**src/rtl/uart_rx_deser.sv**
```systemverilog
// uart_rx_deser: receive-side UART deserializer.
//   Oversamples the asynchronous serial line, recovers 8N1 frames (8E1 when
//   UART_RX_PARITY_EN is defined), validates start/stop (and parity) bits and
//   buffers good bytes in a small FIFO with a valid/ready pop interface.
// Parameters:
//   CLK_FREQ   - system clock frequency in Hz
//   BAUD       - line rate in bit/s
//   FIFO_DEPTH - receive FIFO entries (power of 2, >= 2)
// Ports:
//   clk_i        - system clock
//   rst_i        - asynchronous active-high reset
//   rx_i         - serial line, asynchronous, idle high
//   rdata_o      - byte at FIFO head, 0 when empty
//   rvalid_o     - FIFO non-empty
//   rready_i     - pops head byte when rvalid_o is high
//   frame_err_o  - one-cycle pulse: stop bit sampled low
//   overflow_o   - one-cycle pulse: good byte dropped, FIFO full
//   parity_err_o - one-cycle pulse: parity mismatch (0 without UART_RX_PARITY_EN)
// Configuration macro: UART_RX_PARITY_EN (defined -> 8E1 with parity check).
module uart_rx_deser #(
  parameter int CLK_FREQ   = 50_000_000,
  parameter int BAUD       = 115_200,
  parameter int FIFO_DEPTH = 4
) (
  input  logic       clk_i,
  input  logic       rst_i,
  input  logic       rx_i,
  output logic [7:0] rdata_o,
  output logic       rvalid_o,
  input  logic       rready_i,
  output logic       frame_err_o,
  output logic       overflow_o,
  output logic       parity_err_o
);

  localparam int BitCycles = CLK_FREQ / BAUD;
  localparam int HalfBit   = BitCycles / 2;
  localparam int CntW      = $clog2(BitCycles);
  localparam int PtrW      = $clog2(FIFO_DEPTH);
  localparam logic [CntW-1:0] BitLoad   = CntW'(BitCycles - 1);
  localparam logic [CntW-1:0] HalfLoad  = CntW'(HalfBit - 1);
  localparam logic [PtrW:0]   FullCount = (PtrW + 1)'(FIFO_DEPTH);

  typedef enum logic [2:0] {
    ST_IDLE   = 3'd0,
    ST_START  = 3'd1,
    ST_DATA   = 3'd2,
`ifdef UART_RX_PARITY_EN
    ST_PARITY = 3'd3,
`endif
    ST_STOP   = 3'd4
  } state_t;

`ifdef UART_RX_PARITY_EN
  // Even parity: the parity bit that makes the total count of ones even.
  function automatic logic even_parity(input logic [7:0] d);
    return ^d;
  endfunction
`endif

  logic            meta_r, sync_r, rx_s;
  state_t          state_r, state_next_s;
  logic [CntW-1:0] cnt_r, cnt_next_s;
  logic [7:0]      shift_r, shift_next_s;
  logic [2:0]      bit_idx_r, bit_next_s;
  logic            brk_r, brk_next_s;
  logic            push_s, frame_err_s, parity_err_s;
`ifdef UART_RX_PARITY_EN
  logic            par_bit_r, par_next_s;
`endif

  logic [7:0]      mem_r [FIFO_DEPTH];
  logic [PtrW-1:0] rd_ptr_r, wr_ptr_r, rd_ptr_next_s, wr_ptr_next_s;
  logic [PtrW:0]   count_r, count_next_s;
  logic            pop_s, store_s, overflow_s;
  logic [7:0]      head_next_s;
  logic [7:0]      rdata_r;
  logic            rvalid_r, frame_err_r, overflow_r, parity_err_r;

  // Two-flop synchronizer for the asynchronous serial line (idles high).
  always_ff @(posedge clk_i or posedge rst_i) begin
    if (rst_i) begin
      meta_r <= 1'b1;
      sync_r <= 1'b1;
    end else begin
      meta_r <= rx_i;
      sync_r <= meta_r;
    end
  end
  assign rx_s = sync_r;

  // Frame FSM state and datapath registers.
  always_ff @(posedge clk_i or posedge rst_i) begin
    if (rst_i) begin
      state_r   <= ST_IDLE;
      cnt_r     <= {CntW{1'b0}};
      shift_r   <= 8'h00;
      bit_idx_r <= 3'd0;
      brk_r     <= 1'b0;
`ifdef UART_RX_PARITY_EN
      par_bit_r <= 1'b0;
`endif
    end else begin
      state_r   <= state_next_s;
      cnt_r     <= cnt_next_s;
      shift_r   <= shift_next_s;
      bit_idx_r <= bit_next_s;
      brk_r     <= brk_next_s;
`ifdef UART_RX_PARITY_EN
      par_bit_r <= par_next_s;
`endif
    end
  end

  // Frame FSM next-state logic; the counter counts down to 0 at each sample point.
  always_comb begin
    state_next_s = state_r;
    cnt_next_s   = cnt_r;
    shift_next_s = shift_r;
    bit_next_s   = bit_idx_r;
    brk_next_s   = brk_r;
    push_s       = 1'b0;
    frame_err_s  = 1'b0;
    parity_err_s = 1'b0;
`ifdef UART_RX_PARITY_EN
    par_next_s   = par_bit_r;
`endif
    case (state_r)
      ST_IDLE: begin
        if (!rx_s) begin
          cnt_next_s   = HalfLoad;
          state_next_s = ST_START;
        end else begin
          state_next_s = ST_IDLE;
        end
      end
      ST_START: begin
        if (cnt_r == {CntW{1'b0}}) begin
          if (rx_s) begin
            state_next_s = ST_IDLE;          // line back high: glitch
          end else begin
            state_next_s = ST_DATA;
            cnt_next_s   = BitLoad;
            bit_next_s   = 3'd0;
          end
        end else begin
          cnt_next_s = cnt_r - CntW'(1);
        end
      end
      ST_DATA: begin
        if (cnt_r == {CntW{1'b0}}) begin
          shift_next_s = {rx_s, shift_r[7:1]};   // LSB first
          cnt_next_s   = BitLoad;
          if (bit_idx_r == 3'd7) begin
`ifdef UART_RX_PARITY_EN
            state_next_s = ST_PARITY;
`else
            state_next_s = ST_STOP;
`endif
          end else begin
            bit_next_s = bit_idx_r + 3'd1;
          end
        end else begin
          cnt_next_s = cnt_r - CntW'(1);
        end
      end
`ifdef UART_RX_PARITY_EN
      ST_PARITY: begin
        if (cnt_r == {CntW{1'b0}}) begin
          par_next_s   = rx_s;
          cnt_next_s   = BitLoad;
          state_next_s = ST_STOP;
        end else begin
          cnt_next_s = cnt_r - CntW'(1);
        end
      end
`endif
      ST_STOP: begin
        if (brk_r) begin
          // After a framing error, hold here until the line returns high so
          // a long break produces only one error.
          if (rx_s) begin
            brk_next_s   = 1'b0;
            state_next_s = ST_IDLE;
          end else begin
            brk_next_s = 1'b1;
          end
        end else if (cnt_r == {CntW{1'b0}}) begin
          if (!rx_s) begin
            frame_err_s = 1'b1;
            brk_next_s  = 1'b1;
`ifdef UART_RX_PARITY_EN
          end else if (par_bit_r != even_parity(shift_r)) begin
            parity_err_s = 1'b1;
            state_next_s = ST_IDLE;
`endif
          end else begin
            push_s       = 1'b1;
            state_next_s = ST_IDLE;          // resync at mid-stop
          end
        end else begin
          cnt_next_s = cnt_r - CntW'(1);
        end
      end
      default: begin
        state_next_s = ST_IDLE;
      end
    endcase
  end

  // FIFO control: a full FIFO still accepts a push when the head is popped.
  always_comb begin
    pop_s         = rready_i && (count_r != {(PtrW + 1){1'b0}});
    store_s       = push_s && ((count_r != FullCount) || pop_s);
    overflow_s    = push_s && !store_s;
    rd_ptr_next_s = pop_s   ? rd_ptr_r + PtrW'(1) : rd_ptr_r;
    wr_ptr_next_s = store_s ? wr_ptr_r + PtrW'(1) : wr_ptr_r;
    case ({store_s, pop_s})
      2'b10:   count_next_s = count_r + (PtrW + 1)'(1);
      2'b01:   count_next_s = count_r - (PtrW + 1)'(1);
      default: count_next_s = count_r;
    endcase
    // The new head is the byte being written when it lands in the head slot.
    if (count_next_s == {(PtrW + 1){1'b0}}) begin
      head_next_s = 8'h00;
    end else if (store_s && (wr_ptr_r == rd_ptr_next_s)) begin
      head_next_s = shift_r;
    end else begin
      head_next_s = mem_r[rd_ptr_next_s];
    end
  end

  // FIFO storage, pointers and registered outputs.
  always_ff @(posedge clk_i or posedge rst_i) begin
    if (rst_i) begin
      for (int i = 0; i < FIFO_DEPTH; i++) begin
        mem_r[i] <= 8'h00;
      end
      rd_ptr_r     <= {PtrW{1'b0}};
      wr_ptr_r     <= {PtrW{1'b0}};
      count_r      <= {(PtrW + 1){1'b0}};
      rdata_r      <= 8'h00;
      rvalid_r     <= 1'b0;
      frame_err_r  <= 1'b0;
      overflow_r   <= 1'b0;
      parity_err_r <= 1'b0;
    end else begin
      if (store_s) begin
        mem_r[wr_ptr_r] <= shift_r;
      end
      rd_ptr_r     <= rd_ptr_next_s;
      wr_ptr_r     <= wr_ptr_next_s;
      count_r      <= count_next_s;
      rdata_r      <= head_next_s;
      rvalid_r     <= (count_next_s != {(PtrW + 1){1'b0}});
      frame_err_r  <= frame_err_s;
      overflow_r   <= overflow_s;
      parity_err_r <= parity_err_s;
    end
  end

  assign rdata_o     = rdata_r;
  assign rvalid_o    = rvalid_r;
  assign frame_err_o = frame_err_r;
  assign overflow_o  = overflow_r;
`ifdef UART_RX_PARITY_EN
  assign parity_err_o = parity_err_r;
`else
  assign parity_err_o = 1'b0;
`endif

endmodule

```
**config.mk**
```make
export PLATFORM = sky130hd
export DESIGN_NAME = uart_rx_deser
export DESIGN_NICKNAME = d
export VERILOG_FILES = /design/src/rtl/uart_rx_deser.sv
export SDC_FILE = /design/constraint.sdc
export NUM_CORES = 1
export LEC_CHECK = 0
export CORE_MARGIN = 2
export CORE_UTILIZATION = 59
export DETAILED_ROUTE_END_ITERATION = 6
export MAX_ROUTING_LAYER = met4
export PLACE_DENSITY = 0.78
export SLEW_MARGIN = 20
export SYNTH_ARGS = -nofsm -noshare
export SYNTH_HDL_FRONTEND = slang
export SYNTH_SLANG_ARGS = --single-unit
```
**constraint.sdc**
```tcl
create_clock -name clk_i -period 3.6 [get_ports clk_i]
set_input_delay 0.72 -clock clk_i [delete_from_list [all_inputs] [get_ports clk_i]]
set_output_delay 0.72 -clock clk_i [all_outputs]
set_load 0.02 [all_outputs]
```
Yosys cells after proc, flatten, opt, wreduce, memory -nomap -nowiden
Cells that the tools add are included.
{"block": "word_totals", "ff_bits": 76, "output_inout_bits": 12, "word_cells": 105}
{"block": "classes", "addsub": 6, "n_lt_le_gt_ge": 3, "eq_ne": 18, "muxes": 40, "bitwise_logic": 2, "n_reduce_logical": 18}
{"op": "9-bit 2-to-1 mux", "n": 6}
{"op": "8-bit 2-to-1 mux", "n": 5}
{"op": "9-bit one-hot mux with 4 select lines", "n": 1}
{"op": "32-bit bitwise mux", "n": 1}
{"op": "3-bit 2-to-1 mux", "n": 10}
{"op": "8-bit binary-select mux with 2-bit select", "n": 1}
{"op": "8-bit demux with 2-bit select", "n": 1}
{"op": "2-bit != test, second input constant", "n": 8}
{"op": "3-bit one-hot mux with 2 select lines", "n": 2}
{"op": "3-bit one-hot mux with 4 select lines", "n": 1}
{"op": "1-bit 2-to-1 mux", "n": 10}
{"op": "5-bit AND reduction", "n": 2}
{"op": "9-bit zero test", "n": 1}
{"op": "3-bit != test, second input constant", "n": 3}
{"op": "9-bit by 1-bit subtractor with 9-bit output, second input constant", "n": 1}
{"op": "3-bit by 1-bit adder with 3-bit output, second input constant", "n": 2}
{"op": "3-bit equality test, second input constant", "n": 2}
{"op": "3-bit >= comparator, second input constant", "n": 2}
{"op": "3-bit zero test", "n": 2}
{"op": "2-bit NOT with 3-bit output", "n": 2}
{"op": "3-bit nonzero test", "n": 2}
{"op": "1-bit logical AND", "n": 5}
{"op": "2-bit by 1-bit adder with 2-bit output, second input constant", "n": 2}
{"op": "2-bit 2-to-1 mux", "n": 2}
{"op": "other kinds (13)", "n": 13}

Logic depth before layout (Yosys ltp)
{"block": "logic_depth", "word_depth": 9, "depth_mapped": 15, "depth_no_buf": 12}

Worst setup path before layout
No wires, ideal clock.
{"block": "synth_path", "path_kind": "input to register", "start": "input port rready_i", "end": "register rdata_r[4], in the netlist rdata_o[4]", "arrival_ps": 3194, "required_ps": 3462, "slack_ps": 268, "cell_stages": 12, "path_buffers": 2, "path_cell_list": "or4b_2 nand4_2 buf_4 ha_1 inv_1 fa_1 xor2_1 nor2_1 xnor2_1 and3_1 clkbuf_1 a211oi_1"}
{"block": "synth_between", "elab_chain_len": 8, "word_cells_on_any_way": 16, "cone_classes": "eq/ne: 3; mux: 7; bitwise: 1; reduce/logical: 5"}
{"element": "start: declaration", "line": "30", "text": "input logic rready_i,"}
{"element": "1-bit logical AND *", "line": "213", "text": "pop_s = rready_i && (count_r != {(PtrW + 1){1'b0}});"}
{"element": "2-bit 2-to-1 mux", "line": "216", "text": "rd_ptr_next_s = pop_s ? rd_ptr_r + PtrW'(1) : rd_ptr_r;"}
{"element": "2-bit NOT with 3-bit output (not written as such)", "line": "229", "text": "head_next_s = mem_r[rd_ptr_next_s];"}
{"element": "8-bit binary-select mux with 2-bit select", "line": "229"}
{"element": "8-bit 2-to-1 mux (not written as such) (2 in a row)", "line": "229"}
{"element": "8-bit 2-to-1 mux", "line": "226", "text": "end else if (store_s && (wr_ptr_r == rd_ptr_next_s)) begin"}
{"element": "8-bit 2-to-1 mux *", "line": "224", "text": "if (count_next_s == {(PtrW + 1){1'b0}}) begin"}
{"element": "named net head_next_s[4]", "line": "76", "text": "logic [7:0] head_next_s;"}
{"element": "end signal: assignment", "line": "254", "text": "rdata_r <= head_next_s;"}
{"element": "end: declaration", "line": "77", "text": "logic [7:0] rdata_r;"}
Mark *: on every way through the listed nets, which the timed path passes. The rest lies on a longest branch. The select of a mux whose other input is x is not followed.
A chain may end at the register's enable or synchronous reset.

Worst setup path after layout
{"block": "layout_path", "start": "input port rready_i", "end": "register rdata_r[3], in the netlist rdata_o[3]"}
Same word-level chain as after synthesis.

==> results.md <==
Critical path:
- The largest fanout of any net on the critical path is 9.
- Walking the worst path, the cells encountered are clkdlybuf4s50_1 > or4b_2 > nand4_2 > ha_1 > inv_1 > fa_1 > xor2_1 > nor2_1 > xnor2_1 > and3_1 > buf_4 > a311oi_1.
- The cell family contributing the most delay on the critical path is simple AND/OR/NAND/NOR gates.
- The sort of element at the start of the critical path is an input pin.
- On the worst path, the slowest cell contributes a delay of 0.65 ns.
- The buffer and inverter count on the worst path is 3.
- The data arrival at the endpoint of the critical path is 3.49 ns.
- The required time at the endpoint of the critical path is 3.84 ns.
- The critical path endpoint category is a flop.
- The worst setup path is of the in2reg kind.
- The worst-path cell with the longest stage delay is sky130_fd_sc_hd__or4b_2.

Synthesis:
- The synthesized-area fraction occupied by xor and xnor cells is 2.29%.
- The count of different cell masters after synthesis is 57.
- The cell area after synthesis is 0.00387 mm².
- After synthesis, the cell types taking the most area are sky130_fd_sc_hd__dfrtp_1 48%, sky130_fd_sc_hd__mux2_2 12%, sky130_fd_sc_hd__ha_1 2.9%.
- The flip-flop and latch count after synthesis is 76.
- After synthesis, the largest family of logic cells by area is compound AO/OA/AOI/OAI gates.
- The synthesized area per cell is 11.5 µm².
- The synthesized net count is 351.
- The synthesized-area fraction occupied by adder cells is 3.43%.
- The most used flip-flop cell after synthesis is sky130_fd_sc_hd__dfrtp_1.
- The simple logic cell fraction of the synthesized area is 10.6%.
- Counting every instance in the synthesized netlist gives 337.
- The synthesized-area fraction occupied by ao, oa, aoi and oai cells is 16.3%.
- In this run the biggest area consumer among cell types represents 47.8% of the synthesized area.
- The multiplexer fraction of the synthesized cell area is 14.0%.
- The share of the Yosys chip area taken by registers is 49.2%.
- The post-synthesis cell type with the largest combined area is sky130_fd_sc_hd__dfrtp_1.
- The yosys synthesis warning count is 0.
- The share of async-settable or async-resettable flops after synthesis is 100%.
- Counting flops with a built-in enable in the synthesized netlist gives 0.

Layout:
- At the end of the flow, the number of nets in the layout was 369.
- Summing all multi-input logic gate instances after layout gives 0.00181 mm².
- Fill cells in the final layout number 477.
- Of the cells placed in the final design, the portion with a size suffix greater than 1 is 23.9%.
- Compared with the post-synthesis result, the final layout area differs by 11.7%.
- The count of antenna diodes in the layout is 0.
- Registers take 0.00190 mm².

Clock tree:
- The number of hold buffers added after CTS is 0.
- The H-tree was split into 3 levels.
- The tree is rooted in a sky130_fd_sc_hd__clkbuf_8.
- The clock passes through at most 2 buffers.
- At the later pin of the worst-skew pair, clock insertion delay measures 0.35 ns.
- Buffers added to address setup during post-CTS repair amount to 0.
- The TritonCTS sink count is 76.
- In this run, CTS created clock tree buffers numbering 9.
- The CTS clock-pin slew for the worst setup and hold paths is 0.07 ns.
- The TritonCTS clock tree is built.
- After clock tree synthesis, the repair step resized 0 gates.

Drt:
- The count of routing violations after the opening detailed-route iteration is 164.
- The detailed-route via count is 2712.
- After detailed routing, the average wire length per cell comes to 17.8 µm.
- For this block, the routed nets add up to 7760 µm of wire.
- Dividing the detail-routed via count by the number of cells gives 6.21.
- In the routed design, unresolved DRC markers number 0.
- The pre-antenna-repair detailed-routing pass consisted of 4 iterations.
- Once detail routing completed, the nets flagged for antenna violations numbered 0.

Pwr:
- The power density of the placed cells is 578 mW/mm².
- For this design the static power due to leakage is 1.98 nW.
- The maximum VDD drop is 564 µV.

Worst hold path:
- The class of the most critical hold timing path is reg2reg.

STA:
- Setup repair after global routing left no endpoint under its margin.
- The tightest hold path in the finished design has a slack of 0.359 ns.
- The worst relative slew slack is 46.3%.
- The final number of max-transition violations was 0.
- For the pin with the worst max-slew slack, the measured transition is 0.804 ns.
- The final number of hold-violating endpoints is 0.
- After routing, the total negative slack on setup checks comes to 0 ns.
- The fmax is 0.308 GHz.
- The worst setup skew after layout is 0.0122 ns.
- The fraction of the cycle the final worst path needs is 90.2%.
- The time the worst path needs with I/O delays and setup is 3.25 ns.
- Setup violations remaining at the end of the flow were counted as 0.

Placement:
- The weighted congestion at the end of routability-driven global placement is 0.841.
- Input and output buffers added on the ports amount to 14.
- Summed over all nets, the half-perimeter wirelength after detailed placement is 5110 µm.

Global routing:
- The number of antenna violations at the first check in global routing is 0.
- The largest net degree at the start of global routing is 77.
- Global routing used 24.2% of the available tracks.
- The number of global-route vias before repair is 2655.
- The total congestion overflow after global routing is 0.
- The first-pass GRT wire length is 13300 µm.

Floorplanning:
- The number of standard-cell rows in the floorplan is 29.
- The die is 85 µm tall.
- The area enclosed by the die boundary is 0.00723 mm².
- The core region is 0.00635 mm².
- For this design the top-level I/O count stands at 16.
- The floorplan step set the die width to 85 µm.
- The starting utilization of the core area is 61.0%.

Flow run:
- The total of max-cap violations is 0.

Status:
- The flow ran to the end, and the final reports show no timing, DRC or antenna violations.
==> power by group <==
| part | switching, mW | internal, mW | leakage, nW |
|---|---|---|---|
| combinational | 0.395 | 0.348 | 0.851 |
| sequential | 0.110 | 0.927 | 1.01 |
| clock | 0.311 | 0.406 | 0.113 |
==> flip-flops by register name (all words and copies together) (netlist names), 2 cells and up <==
signal     count
bit_idx_r      3
mem_r         32
wr_ptr_r       2
rd_ptr_r       2
cnt_r          9
state_r        3
count_r        3
shift_r        8
rdata_o        8
==> final timing paths <==
check                                startpoint              endpoint  slack, ns  cells past startpoint
hold reg to reg                meta_r$_DFF_PP1_        rx_s$_DFF_PP1_       0.36                      0
setup / recovery                       rready_i  rdata_o[3]$_DFF_PP0_       0.35                     12
hold / removal                 meta_r$_DFF_PP1_        rx_s$_DFF_PP1_       0.36                      0
max in group asynchronous                 rst_i        rx_s$_DFF_PP1_       2.48                      3
setup reg to reg           cnt_r[7]$_DFFE_PP0P_  rdata_o[3]$_DFF_PP0_       0.59                     10
min in group asynchronous                 rst_i  mem_r[9]$_DFFE_PP0P_       0.77                      3
==> cells in the mapped netlist, types with 2 or more instances <==
| library cell | instances |
|---|---|
| sky130_fd_sc_hd__nor2_2 | 4 |
| sky130_fd_sc_hd__o221ai_1 | 3 |
| sky130_fd_sc_hd__nand2b_1 | 4 |
| sky130_fd_sc_hd__dfrtp_1 | 74 |
| sky130_fd_sc_hd__o22a_1 | 6 |
| sky130_fd_sc_hd__a22o_1 | 2 |
| sky130_fd_sc_hd__o21a_1 | 2 |
| sky130_fd_sc_hd__xor2_1 | 2 |
| sky130_fd_sc_hd__nor2_1 | 13 |
| sky130_fd_sc_hd__mux2_2 | 42 |
| sky130_fd_sc_hd__ha_1 | 9 |
| sky130_fd_sc_hd__or3_1 | 3 |
| sky130_fd_sc_hd__dfstp_2 | 2 |
| sky130_fd_sc_hd__and3_1 | 3 |
| sky130_fd_sc_hd__clkbuf_1 | 6 |
| sky130_fd_sc_hd__nor3_1 | 17 |
| sky130_fd_sc_hd__a211o_1 | 4 |
| sky130_fd_sc_hd__o22ai_1 | 5 |
| sky130_fd_sc_hd__nand2_1 | 8 |
| sky130_fd_sc_hd__mux2i_1 | 7 |
| sky130_fd_sc_hd__o21ai_0 | 15 |
| sky130_fd_sc_hd__a211oi_1 | 10 |
| sky130_fd_sc_hd__buf_4 | 3 |
| sky130_fd_sc_hd__inv_2 | 2 |
| sky130_fd_sc_hd__nor3b_1 | 4 |
| sky130_fd_sc_hd__nand3_1 | 2 |
| sky130_fd_sc_hd__o221a_2 | 4 |
| sky130_fd_sc_hd__a311oi_1 | 4 |
| sky130_fd_sc_hd__a21oi_1 | 17 |
| sky130_fd_sc_hd__nor2b_1 | 7 |
| sky130_fd_sc_hd__inv_1 | 20 |
| sky130_fd_sc_hd__xnor2_1 | 5 |
| sky130_fd_sc_hd__buf_2 | 4 |
==> per-stage QoR <==
step	utilization (%)	setup WS, ns	total power [mW]	cells	cell area, µm²
finish	68.1	0.353	2.50	437	4320
global route	68.1	0.226	2.63	437	4320
CTS	68.1	0.366	2.51	437	4320
detailed placement	64.7	0.00512	1.80	421	4110
global placement	64.7	0.120	1.77	421	4110
floorplan	-	0.268	1.57	337	3870
==> final cells by class <==
class / instances / area share [%]
Multi-Input combinational cell: 224 / 41.9
Sequential cell: 76 / 44.1
Clock inverter: 5 / 1.74
Clock buffer: 11 / 3.27
Inverter: 22 / 1.91
Tap cell: 77 / 2.23
Timing Repair Buffer: 22 / 4.92
==> layer usage <==
metal | up-vias | GRT usage [%] | share of wire (%) | wire length (µm)
met5 | - | - | 0 | 0
met3 | 14 | 4.67 | 3.8 | 298
met4 | 0 | 9.96 | 1.8 | 141
met2 | 67 | 37.6 | 50 | 3850
li1 | 1275 | - | - | -
met1 | 1356 | 31.5 | 45 | 3470
==> kinds of logic after synthesis <==
kind of cell             after synthesis
AO/OA/AOI/OAI                         83
XOR/XNOR                               8
adder cells (fa/ha/maj)               10
buffers and inverters                 37
flip-flops                            76
multiplexers                          49
other                                  1
AND/OR/NAND/NOR                       73
==> layout by cell type (no fill, tap or decap), types with 4 or more instances in the layout <==
cell	n
sky130_fd_sc_hd__dfrtp_1	74
sky130_fd_sc_hd__nor3b_1	4
sky130_fd_sc_hd__mux2_2	42
sky130_fd_sc_hd__ha_1	9
sky130_fd_sc_hd__o22ai_1	5
sky130_fd_sc_hd__o22a_1	6
sky130_fd_sc_hd__nor2b_1	7
sky130_fd_sc_hd__a211o_1	4
sky130_fd_sc_hd__nand2b_1	4
sky130_fd_sc_hd__nor2_2	4
sky130_fd_sc_hd__buf_4	7
sky130_fd_sc_hd__clkbuf_8	10
sky130_fd_sc_hd__a21oi_1	17
sky130_fd_sc_hd__clkdlybuf4s50_1	14
sky130_fd_sc_hd__nor2_1	13
sky130_fd_sc_hd__o21ai_0	15
sky130_fd_sc_hd__nor3_1	17
sky130_fd_sc_hd__a211oi_1	10
sky130_fd_sc_hd__o221a_2	4
sky130_fd_sc_hd__nand2_1	8
sky130_fd_sc_hd__inv_1	19
sky130_fd_sc_hd__a311oi_1	4
sky130_fd_sc_hd__xnor2_1	5
sky130_fd_sc_hd__mux2i_1	7
Power figures use the tool's default switching activity.
